**config.mk**
```make
export PLATFORM = sky130hd
export DESIGN_NAME = pwm_multi_generator
export DESIGN_NICKNAME = d
export VERILOG_FILES = /design/src/rtl/pwm_pkg.sv /design/src/rtl/pwm_timebase.sv /design/src/rtl/pwm_multi_generator.sv
export SDC_FILE = /design/constraint.sdc
export NUM_CORES = 1
export LEC_CHECK = 0
export ABC_AREA = 1
export CORE_MARGIN = 2
export CORE_UTILIZATION = 57
export DETAILED_ROUTE_END_ITERATION = 16
export DONT_BUFFER_PORTS = 1
export GPL_ROUTABILITY_DRIVEN = 0
export GPL_TIMING_DRIVEN = 0
export PLACE_DENSITY = 0.77
export RECOVER_POWER = 100
export SLEW_MARGIN = 20
export SYNTH_ARGS = -nofsm -noshare
export SYNTH_HDL_FRONTEND = slang
export SYNTH_SLANG_ARGS = --single-unit
```
**constraint.sdc**
```tcl
create_clock -name cLK -period 1.5 [get_ports cLK]
set_input_delay 0.3 -clock cLK [delete_from_list [all_inputs] [get_ports cLK]]
set_output_delay 0.3 -clock cLK [all_outputs]
set_load 0.005 [all_outputs]
```
**src/rtl/pwm_pkg.sv**
```systemverilog
// Shared definitions for the multi-channel PWM generator:
// mode encodings, ramp direction and prescaler sizing.
package pwm_pkg;

    localparam logic MODE_EDGE   = 1'b0;
    localparam logic MODE_CENTER = 1'b1;

    typedef enum logic {
        DIR_UP   = 1'b0,
        DIR_DOWN = 1'b1
    } dir_e;

    function automatic int presc_width(input int prescale);
        return (prescale > 1) ? $clog2(prescale) : 1;
    endfunction

endpackage

```
**src/rtl/pwm_timebase.sv**
```systemverilog
// Shared PWM timebase: prescaler, up or up/down counter and
// the period-boundary detect used to reload the shadows.
module pwm_timebase
    import pwm_pkg::*;
#(
    parameter int WIDTH    = 4,
    parameter int PERIOD   = 15,
    parameter int PRESCALE = 1
) (
    input  logic             cLK,
    input  logic             Reset,
    input  logic             en,
    input  logic             mode,
    output logic [WIDTH-1:0] cnt,
    output logic             boundary
);

    localparam int PW = presc_width(PRESCALE);
    localparam logic [PW-1:0] PS_LAST = PW'(PRESCALE - 1);
    localparam logic [WIDTH-1:0] CNT_LAST = WIDTH'(PERIOD - 1);

    logic [PW-1:0]    presc_q, presc_d;
    logic [WIDTH-1:0] cnt_q, cnt_d;
    dir_e             dir_q, dir_d;
    logic             tick;

    assign tick = en && (presc_q == PS_LAST);

    always_comb begin
        presc_d  = presc_q;
        cnt_d    = cnt_q;
        dir_d    = dir_q;
        boundary = 1'b0;
        if (!en) begin
            presc_d = '0;
            cnt_d   = '0;
            dir_d   = DIR_UP;
        end else begin
            presc_d = tick ? '0 : presc_q + 1'b1;
            if (tick) begin
                unique case (mode)
                    MODE_EDGE: begin
                        if (cnt_q == CNT_LAST) begin
                            boundary = 1'b1;
                            cnt_d    = '0;
                            dir_d    = DIR_UP;
                        end else begin
                            cnt_d = cnt_q + 1'b1;
                        end
                    end
                    MODE_CENTER: begin
                        // Both turning points hold the count for one
                        // extra tick while the direction flips.
                        unique case (dir_q)
                            DIR_UP: begin
                                if (cnt_q == CNT_LAST) dir_d = DIR_DOWN;
                                else cnt_d = cnt_q + 1'b1;
                            end
                            DIR_DOWN: begin
                                if (cnt_q == '0) begin
                                    boundary = 1'b1;
                                    dir_d    = DIR_UP;
                                end else begin
                                    cnt_d = cnt_q - 1'b1;
                                end
                            end
                        endcase
                    end
                endcase
            end
        end
    end

    always_ff @(posedge cLK or posedge Reset) begin
        if (Reset) begin
            presc_q <= '0;
            cnt_q   <= '0;
            dir_q   <= DIR_UP;
        end else begin
            presc_q <= presc_d;
            cnt_q   <= cnt_d;
            dir_q   <= dir_d;
        end
    end

    assign cnt = cnt_q;

endmodule

```
**src/rtl/pwm_multi_generator.sv**
```systemverilog
// Multi-channel PWM: one shared timebase, double-buffered duty
// and mode, per-channel polarity and a period-end strobe.
module pwm_multi_generator
    import pwm_pkg::*;
#(
    parameter int WIDTH    = 4,
    parameter int PERIOD   = 15,
    parameter int CHANNELS = 4,
    parameter int PRESCALE = 1
) (
    input  logic                      cLK,
    input  logic                      Reset,
    input  logic                      en,
    input  logic                      mode,
    input  logic [CHANNELS*WIDTH-1:0] duty,
    input  logic [CHANNELS-1:0]       pol,
    output logic [CHANNELS-1:0]       pwm,
    output logic                      period_end,
    output logic [WIDTH-1:0]          cnt
);

    if (PERIOD < 2 || PERIOD > (2 ** WIDTH) - 1) begin : g_bad_period
        $fatal(1, "pwm_multi_generator: PERIOD out of range");
    end
    if (PRESCALE < 1 || PRESCALE > 65535) begin : g_bad_prescale
        $fatal(1, "pwm_multi_generator: PRESCALE out of range");
    end

    logic                      boundary;
    logic [CHANNELS*WIDTH-1:0] duty_q, duty_d;
    logic                      mode_q, mode_d;
    logic [CHANNELS-1:0]       pwm_q, pwm_d;
    logic                      period_end_q, period_end_d;

    pwm_timebase #(
        .WIDTH   (WIDTH),
        .PERIOD  (PERIOD),
        .PRESCALE(PRESCALE)
    ) u_timebase (
        .cLK     (cLK),
        .Reset   (Reset),
        .en      (en),
        .mode    (mode_q),
        .cnt     (cnt),
        .boundary(boundary)
    );

    // While disabled the shadows track the inputs, so the first
    // period after enable already uses the current settings.
    always_comb begin
        duty_d       = duty_q;
        mode_d       = mode_q;
        period_end_d = boundary;
        if (!en || boundary) begin
            duty_d = duty;
            mode_d = mode;
        end
    end

    for (genvar g = 0; g < CHANNELS; g++) begin : g_ch
        assign pwm_d[g] = en
            ? ((cnt < duty_q[g*WIDTH +: WIDTH]) ^ pol[g])
            : pol[g];
    end

    always_ff @(posedge cLK or posedge Reset) begin
        if (Reset) begin
            duty_q       <= '0;
            mode_q       <= MODE_EDGE;
            pwm_q        <= '0;
            period_end_q <= 1'b0;
        end else begin
            duty_q       <= duty_d;
            mode_q       <= mode_d;
            pwm_q        <= pwm_d;
            period_end_q <= period_end_d;
        end
    end

    assign pwm        = pwm_q;
    assign period_end = period_end_q;

endmodule

```
==> impl_metrics.env, run 1 <==
export IMPL_outcome="complete, but fails checks"
export IMPL_violations="negative setup slack"
export IMPL_drc_errors=0
export IMPL_peakVddDrop_v=0.000512
export IMPL_timing_setup_critical_path_class="flip-flop to flip-flop"
export IMPL_timing_final_crit_period_ps=1560
export IMPL_clk_insertion_delay_late_ps=330
export IMPL_final_nets=289
export IMPL_routed_via_density=5.00
export IMPL_max_slew_worst_pin_slew_ps=501
export IMPL_cts_root_to_sink_buffers=2
export IMPL_clock_sink_count=28
export IMPL_worst_clock_skew_ps=3.61
export IMPL_start_kind="flip-flop"
export IMPL_initial_antenna_violation_count=0
export IMPL_post_synthesis_sequential_area_ratio_pct=39.0
export IMPL_routed_wirelength_um=3630
export IMPL_cts_max_level=1
export IMPL_grt_overflow_total=0
export IMPL_yosys_warnings=0
export IMPL_place_detailed_hpwl_um=2490
export IMPL_layout_cells_most_common="sky130_fd_sc_hd__nand2_1"
export IMPL_finalCritPeriodShare_pct=104
export IMPL_class_of_the_tightest_hold_or_removal_check="input pin to flip-flop"
export IMPL_clock_tree_root_buffer_cell="sky130_fd_sc_hd__clkbuf_4"
export IMPL_syn_area_mm2=0.00180
export IMPL_area_growth_synth_to_final_pct=18.1
export IMPL_postLayoutSetupSlackWorst_ps=-56.5
export IMPL_critical_path_required_ps=1750
export IMPL_fill_cells=234
export IMPL_tritoncts_num_buffers=3
export IMPL_core_area_mm2=0.00303
export IMPL_detail_route_iter0_violations=53
export IMPL_synth_cell_type_count=25
export IMPL_post_layout_nonfiller_instances=292
export IMPL_synth_seq_cells=28
export IMPL_rows=20
export IMPL_grt_max_degree=29
export IMPL_power_leakage_nw=1.17
export IMPL_drive_above_1_share_pct=24.2
export IMPL_post_route_cell_area_mm2=0.00212
export IMPL_drv_cap=0
export IMPL_maximum_fanout_along_the_worst_path=8
export IMPL_synth_top_area_cell="sky130_fd_sc_hd__dfrtp_1"
export IMPL_yosys_area_top_type_share_pct=39.0
export IMPL_place_worst_setup_slack_ps=-226
export IMPL_synthTopCellsByArea="sky130_fd_sc_hd__dfrtp_1 39%, sky130_fd_sc_hd__nand2_1 17%, sky130_fd_sc_hd__ha_1 11%"
export IMPL_post_route_util_pct=70.1
export IMPL_detailroute_via_count=1461
export IMPL_routedWlPerCell_um=12.4
export IMPL_die_area_mm2=0.00362
export IMPL_postSynthCellCount=232
export IMPL_worst_slew_margin_rel_pct=66.6
export IMPL_vias_in_the_first_global_route=1334
export IMPL_syn_area_per_cell_um2=7.74
export IMPL_final_antenna_net_count=0
export IMPL_rsz0062_at_grt="true"
export IMPL_synth_net_count=272
export IMPL_initial_core_util_pct=59.3
export IMPL_chipHeight_um=60.1
export IMPL_globalRouteTotalUtil_pct=21.6
export IMPL_worst_hold_slack_ps=53.0
export IMPL_clkTransAtPathRegs_ps=160
export IMPL_io_pins=33
export IMPL_finalSetupViolations=16
export IMPL_arrival_ps=1810
export IMPL_dpl_cell_area_mm2=0.00187
export IMPL_final_max_slew_viol_count=0
export IMPL_tritoncts="built"
export IMPL_layout_common_cells="72 x sky130_fd_sc_hd__nand2_1, 31 x sky130_fd_sc_hd__inv_1, 26 x sky130_fd_sc_hd__nand3_1"
export IMPL_setup_worst_path_end_class="flip-flop"
export IMPL_width_of_the_die_um=60.1
export IMPL_hold_violations=0
export IMPL_total_placed_cells_including_tap_cells=276
export IMPL_powerDensity_mw_per_mm2=937
export IMPL_achievable_frequency_mhz=642
export IMPL_grt_first_pass_wirelength_um=5910
export IMPL_insertedDiodeCount=0
export IMPL_port_buffers=0
export IMPL_first_pass_iters=4
==> synthesized netlist by cell type <==
library cell and number:
sky130_fd_sc_hd__nand2_1 80, sky130_fd_sc_hd__inv_1 33, sky130_fd_sc_hd__nand3_1 30, sky130_fd_sc_hd__dfrtp_1 28
sky130_fd_sc_hd__ha_1 16, sky130_fd_sc_hd__nand2_2 11, sky130_fd_sc_hd__nor2_1 8, sky130_fd_sc_hd__o21ai_0 4
sky130_fd_sc_hd__xor2_1 4, sky130_fd_sc_hd__buf_2 2, sky130_fd_sc_hd__clkinv_1 2, sky130_fd_sc_hd__a21oi_1 1
sky130_fd_sc_hd__a21oi_4 1, sky130_fd_sc_hd__buf_12 1, sky130_fd_sc_hd__buf_4 1, sky130_fd_sc_hd__buf_6 1
sky130_fd_sc_hd__clkbuf_2 1, sky130_fd_sc_hd__conb_1 1, sky130_fd_sc_hd__nand2_4 1, sky130_fd_sc_hd__nand2_8 1
sky130_fd_sc_hd__nand3_4 1, sky130_fd_sc_hd__nand3b_1 1, sky130_fd_sc_hd__nor2_2 1, sky130_fd_sc_hd__nor2_4 1
sky130_fd_sc_hd__o211ai_1 1
==> critical path, stage by stage, from the launching register on <==
cell and delay (ps):
sky130_fd_sc_hd__dfrtp_2 510, sky130_fd_sc_hd__inv_2 80, sky130_fd_sc_hd__ha_4 160, sky130_fd_sc_hd__nand2_2 50, sky130_fd_sc_hd__clkinv_2 60, sky130_fd_sc_hd__nand2_2 70
sky130_fd_sc_hd__a21oi_4 60, sky130_fd_sc_hd__nand2_4 110, sky130_fd_sc_hd__nand2_8 90, sky130_fd_sc_hd__clkbuf_16 170, sky130_fd_sc_hd__nand2_4 60, sky130_fd_sc_hd__nand2_2 40
==> flip-flops by register name, indices dropped and copies added (netlist names) <==
register,cells
duty_q,16
mode_q,1
period_end,1
pwm,4
u_timebase.cnt,4
u_timebase.dir_q,1
u_timebase.presc_q,1
==> final timing paths <==
path                                        start                end  slack (ps)  cells after the start
worst max-delay path            u_timebase.cnt[1]          duty_q[0]         -60                     11
min in group asynchronous                   Reset             pwm[1]         290                      2
max in group asynchronous                   Reset  u_timebase.cnt[1]         470                      3
worst max register to register  u_timebase.cnt[1]          duty_q[0]         -60                     11
worst min register to register         duty_q[13]         duty_q[13]         530                      2
worst min-delay path                      duty[0]          duty_q[0]          50                      2
==> routing by layer <==
metal / wire [um] / GRT usage (%) / share of wire (%)
met1: 1540 / 27.6 / 42
met2: 1880 / 36.2 / 52
met3: 174 / 4.33 / 4.8
met4: 43 / 7.30 / 1.2
met5: 0 / 0 / 0
==> kinds of logic after synthesis <==
group                    Yosys count  share of synthesized area (%)
AO/OA/AOI/OAI                      7                           2.72
XOR/XNOR                           4                           1.95
adder cells (fa/ha/maj)           16                           11.1
buffers and inverters             41                           10.3
flip-flops                        28                           39.0
other                              1                          0.209
AND/OR/NAND/NOR                  135                           34.7
==> through the flow <==
step | TNS [ps] | total power (W)
floorplan | 0 | 0.00131
global placement | -2460 | 0.00139
detailed placement | -3270 | 0.00142
CTS | -194 | 0.00196
global route | -1990 | 0.00213
finish | -395 | 0.00199
==> area by class of cell <==
class	instances	area [um^2]	share of cell area, %
Clock inverter	1	30.0	1.42
Multi-Input combinational cell	163	993	46.8
Sequential cell	28	706	33.3
Tap cell	44	55.1	2.59
Buffer	6	57.6	2.71
Inverter	35	138	6.49
Clock buffer	3	22.5	1.06
Timing Repair Buffer	12	120	5.66
==> power by group <==
| group | total [W] | internal (W) | switching [W] | leakage, nW |
|---|---|---|---|---|
| clock | 0.000503 | 0.000270 | 0.000233 | 0.0279 |
| combinational | 0.000575 | 0.000249 | 0.000326 | 0.798 |
| sequential | 0.000910 | 0.000840 | 0.0000703 | 0.341 |
==> timing repair <==
action / CTS / global route
hold buffers: 0 / 1
setup buffers: 8 / 1
endpoints found under the hold margin: 0 / 8
endpoints found under the setup margin: 23 / 23
pin swaps: 1 / 3
cloned: 0 / 1
resized for setup: 9 / 16
No activity file was read; power rests on OpenSTA's default activity.
==> run 2, diff against run 1 <==
--- a/config.mk
+++ b/config.mk
@@ -17,4 +17,5 @@
 export SLEW_MARGIN = 20
 export SYNTH_ARGS = -nofsm -noshare
 export SYNTH_HDL_FRONTEND = slang
+export SYNTH_HIERARCHICAL = 1
 export SYNTH_SLANG_ARGS = --single-unit
==> run 2 against run 1 <==
Highest routed layer unchanged. Critical path type unchanged. Sequential power down 4.6%. The run ends with negative hold slack, negative setup slack left. Critical path depth up 2. Combinational power down 22%.
==> impl_metrics.env, run 2 <==
export IMPL_die_area_mm2=0.00362
export IMPL_detail_route_iter0_violations=65
export IMPL_io_pins=33
export IMPL_peakVddDrop_v=0.000551
export IMPL_dpl_cell_area_mm2=0.00191
export IMPL_max_slew_worst_pin_slew_ps=844
export IMPL_rows=20
export IMPL_synth_edff_count=0
export IMPL_outcome="complete, but fails checks"
export IMPL_drc_errors=0
export IMPL_clk_insertion_delay_late_ps=330
export IMPL_routed_wirelength_um=3930
export IMPL_insertedDiodeCount=0
export IMPL_critical_path_required_ps=1740
export IMPL_final_nets=290
export IMPL_detailroute_wirelength_met2_um=1990
export IMPL_post_layout_nonfiller_instances=294
export IMPL_place_detailed_hpwl_um=2520
export IMPL_grt_overflow_total=0
export IMPL_routed_via_density=5.06
export IMPL_top_flip_flop_cell_by_instance_count_after_synthesis="sky130_fd_sc_hd__dfrtp_1"
export IMPL_worst_clock_skew_ps=8.90
export IMPL_postSynthCellCount=231
export IMPL_layout_common_cells="58 x sky130_fd_sc_hd__nand2_1, 44 x sky130_fd_sc_hd__inv_1, 24 x sky130_fd_sc_hd__dfrtp_1"
export IMPL_layout_cells_most_common="sky130_fd_sc_hd__nand2_1"
export IMPL_drive_above_1_share_pct=33.2
export IMPL_async_reset_ff_share_pct=100
export IMPL_power_leakage_nw=1.19
export IMPL_powerDensity_mw_per_mm2=744
export IMPL_worst_hold_slack_ps=-0.497
export IMPL_total_placed_cells_including_tap_cells=275
export IMPL_clkTransAtPathRegs_ps=150
export IMPL_vias_in_the_first_global_route=1460
export IMPL_post_synthesis_sequential_area_ratio_pct=39.0
export IMPL_tritoncts="built"
export IMPL_yosys_area_top_type_share_pct=39.0
export IMPL_finalSetupViolations=17
export IMPL_flip_flop_count_of_the_largest_register_after_layout=16
export IMPL_worst_slew_margin_rel_pct=43.7
export IMPL_rsz0062_at_grt="true"
export IMPL_place_worst_setup_slack_ps=-367
export IMPL_cts_root_to_sink_buffers=2
export IMPL_globalRouteTotalUtil_pct=23.0
export IMPL_top_layer="met4"
export IMPL_synth_commonest_cells="78 x sky130_fd_sc_hd__nand2_1, 48 x sky130_fd_sc_hd__inv_1, 28 x sky130_fd_sc_hd__dfrtp_1"
export IMPL_hold_violations=1
export IMPL_setup_worst_path_end_class="flip-flop"
export IMPL_timing_setup_critical_path_class="flip-flop to flip-flop"
export IMPL_routedWlPerCell_um=13.4
export IMPL_synth_most_common_cell="sky130_fd_sc_hd__nand2_1"
export IMPL_finalCritPeriodShare_pct=124
export IMPL_synth_top_area_cell="sky130_fd_sc_hd__dfrtp_1"
export IMPL_port_buffers=0
export IMPL_synth_cell_type_count=22
export IMPL_yosys_warnings=6
export IMPL_violations="negative hold slack, negative setup slack"
export IMPL_postLayoutSetupSlackWorst_ps=-355
export IMPL_synth_net_count=270
export IMPL_clock_tree_root_buffer_cell="sky130_fd_sc_hd__clkbuf_4"
export IMPL_width_of_the_die_um=60.2
export IMPL_arrival_ps=2090
export IMPL_grt_first_pass_wirelength_um=6150
export IMPL_syn_area_per_cell_um2=7.78
export IMPL_final_antenna_net_count=0
export IMPL_timing_final_crit_period_ps=1850
export IMPL_area_growth_synth_to_final_pct=22.6
export IMPL_fin_setup_tns_ps=-5710
export IMPL_start_kind="flip-flop"
export IMPL_drt_met1_wl_um=1610
export IMPL_post_route_cell_area_mm2=0.00220
export IMPL_detailroute_via_count=1488
export IMPL_max_flop_register="duty_q"
export IMPL_maximum_fanout_along_the_worst_path=9
export IMPL_detailroute_wirelength_met3_um=271
export IMPL_synthTopCellsByArea="sky130_fd_sc_hd__dfrtp_1 39%, sky130_fd_sc_hd__nand2_1 16%, sky130_fd_sc_hd__ha_1 10%"
export IMPL_final_max_slew_viol_count=0
export IMPL_grt_max_degree=23
export IMPL_first_pass_iters=4
export IMPL_initial_core_util_pct=59.4
export IMPL_clock_sink_count=28
export IMPL_syn_area_mm2=0.00180
export IMPL_cts_max_level=1
export IMPL_drv_cap=0
export IMPL_class_of_the_tightest_hold_or_removal_check="input pin to asynchronous set/reset pin"
export IMPL_initial_antenna_violation_count=0
export IMPL_achievable_frequency_mhz=539
export IMPL_synth_seq_cells=28
export IMPL_core_area_mm2=0.00303
export IMPL_chipHeight_um=60.2
export IMPL_tritoncts_num_buffers=3
-- run 2: cell types whose count changed after synthesis, sizes merged, moves of 6 or more --
cell   before  now
inv        33   49
nand2      93   82
nand3      31    9
nor2       10    4
o21ai       4   25
-- run 2: per-layer routing --
metal | up-vias | global-route usage (%)
met3 | 8 | 5.84
met5 | - | 0
met4 | 0 | 8.25
met2 | 63 | 40.8
met1 | 670 | 26.6
li1 | 747 | -
-- run 2: final cells by class --
type / instances / area, um^2
inverters: 49 / 186
multi-input cells: 148 / 970
flip-flops and latches: 28 / 706
plain buffers: 6 / 90.1
repair buffers: 15 / 171
well taps: 44 / 55.1
clock buffers: 4 / 26.3
fillers: 230 / 823
-- run 2: per-stage QoR --
step                      utilization [%]  hold WS, ps  power (W)
after global routing                 72.8         38.9    0.00175
after global placement               63.0          116    0.00122
final                                72.8       -0.497    0.00164
after detailed placement             63.0          129    0.00123
after CTS                            68.7         24.8    0.00160
after floorplan                         -         90.8    0.00116
-- run 2: path summary, 6_finish.rpt --
| path | start | endpoint | slack [ps] | cells past startpoint |
|---|---|---|---|---|
| worst max register to register | u_timebase/cnt[1] | duty_q[10] | -350 | 13 |
| worst min-delay path | Reset | period_end | -0.5 | 1 |
| min in group cLK | duty[3] | duty_q[3] | 50 | 2 |
| worst min register to register | duty_q[10] | duty_q[10] | 540 | 2 |
| worst max-delay path | u_timebase/cnt[1] | duty_q[10] | -350 | 13 |
| max in group asynchronous | Reset | u_timebase/cnt[2] | 960 | 2 |
-- run 2: critical path: stages (launching register included) --
cell	delay, ps
sky130_fd_sc_hd__dfrtp_2	520
sky130_fd_sc_hd__inv_2	90
sky130_fd_sc_hd__ha_4	170
sky130_fd_sc_hd__nand2_2	60
sky130_fd_sc_hd__inv_2	40
sky130_fd_sc_hd__nand2_2	70
sky130_fd_sc_hd__nand2_2	60
sky130_fd_sc_hd__nand2_2	70
sky130_fd_sc_hd__nor2_2	40
sky130_fd_sc_hd__or2_1	210
sky130_fd_sc_hd__buf_6	170
sky130_fd_sc_hd__clkbuf_16	160
sky130_fd_sc_hd__nand2_2	60
sky130_fd_sc_hd__o21ai_2	40
-- run 2: cell families after synthesis --
| group | after synthesis | share of synthesized area [%] |
|---|---|---|
| AOI/OAI and AO/OA | 29 | 11.7 |
| xor gates and xnor gates | 1 | 0.487 |
| adders and majority gates | 15 | 10.4 |
| buffers and inverters | 55 | 13.8 |
| DFF | 28 | 39.0 |
| other | 1 | 0.209 |
| and+or+nand+nor | 102 | 24.4 |
-- run 2: power by group --
group	internal (W)	switching (W)
clock network	0.000104	0.000220
logic	0.000207	0.000242
registers	0.000824	0.0000438
total	0.00113	0.000505
-- run 2: what timing repair did --
action / 4_1_cts / 5_1_grt
setup buffers: 11 / 5
resized for setup: 16 / 14
hold buffers: 1 / 0
endpoints found under the setup margin: 19 / 24
hold endpoints to repair: 6 / 0
pin swaps: 0 / 6
gates cloned: 0 / 3
==> run 3, diff against run 2 <==
--- a/config.mk
+++ b/config.mk
@@ -12,6 +12,7 @@
 export DONT_BUFFER_PORTS = 1
 export GPL_ROUTABILITY_DRIVEN = 0
 export GPL_TIMING_DRIVEN = 0
+export HOLD_SLACK_MARGIN = 0.02
 export PLACE_DENSITY = 0.77
 export RECOVER_POWER = 100
 export SLEW_MARGIN = 20
==> results of run 3 <==
No change in the layout: final DEF, timing and power equal those of run 2.
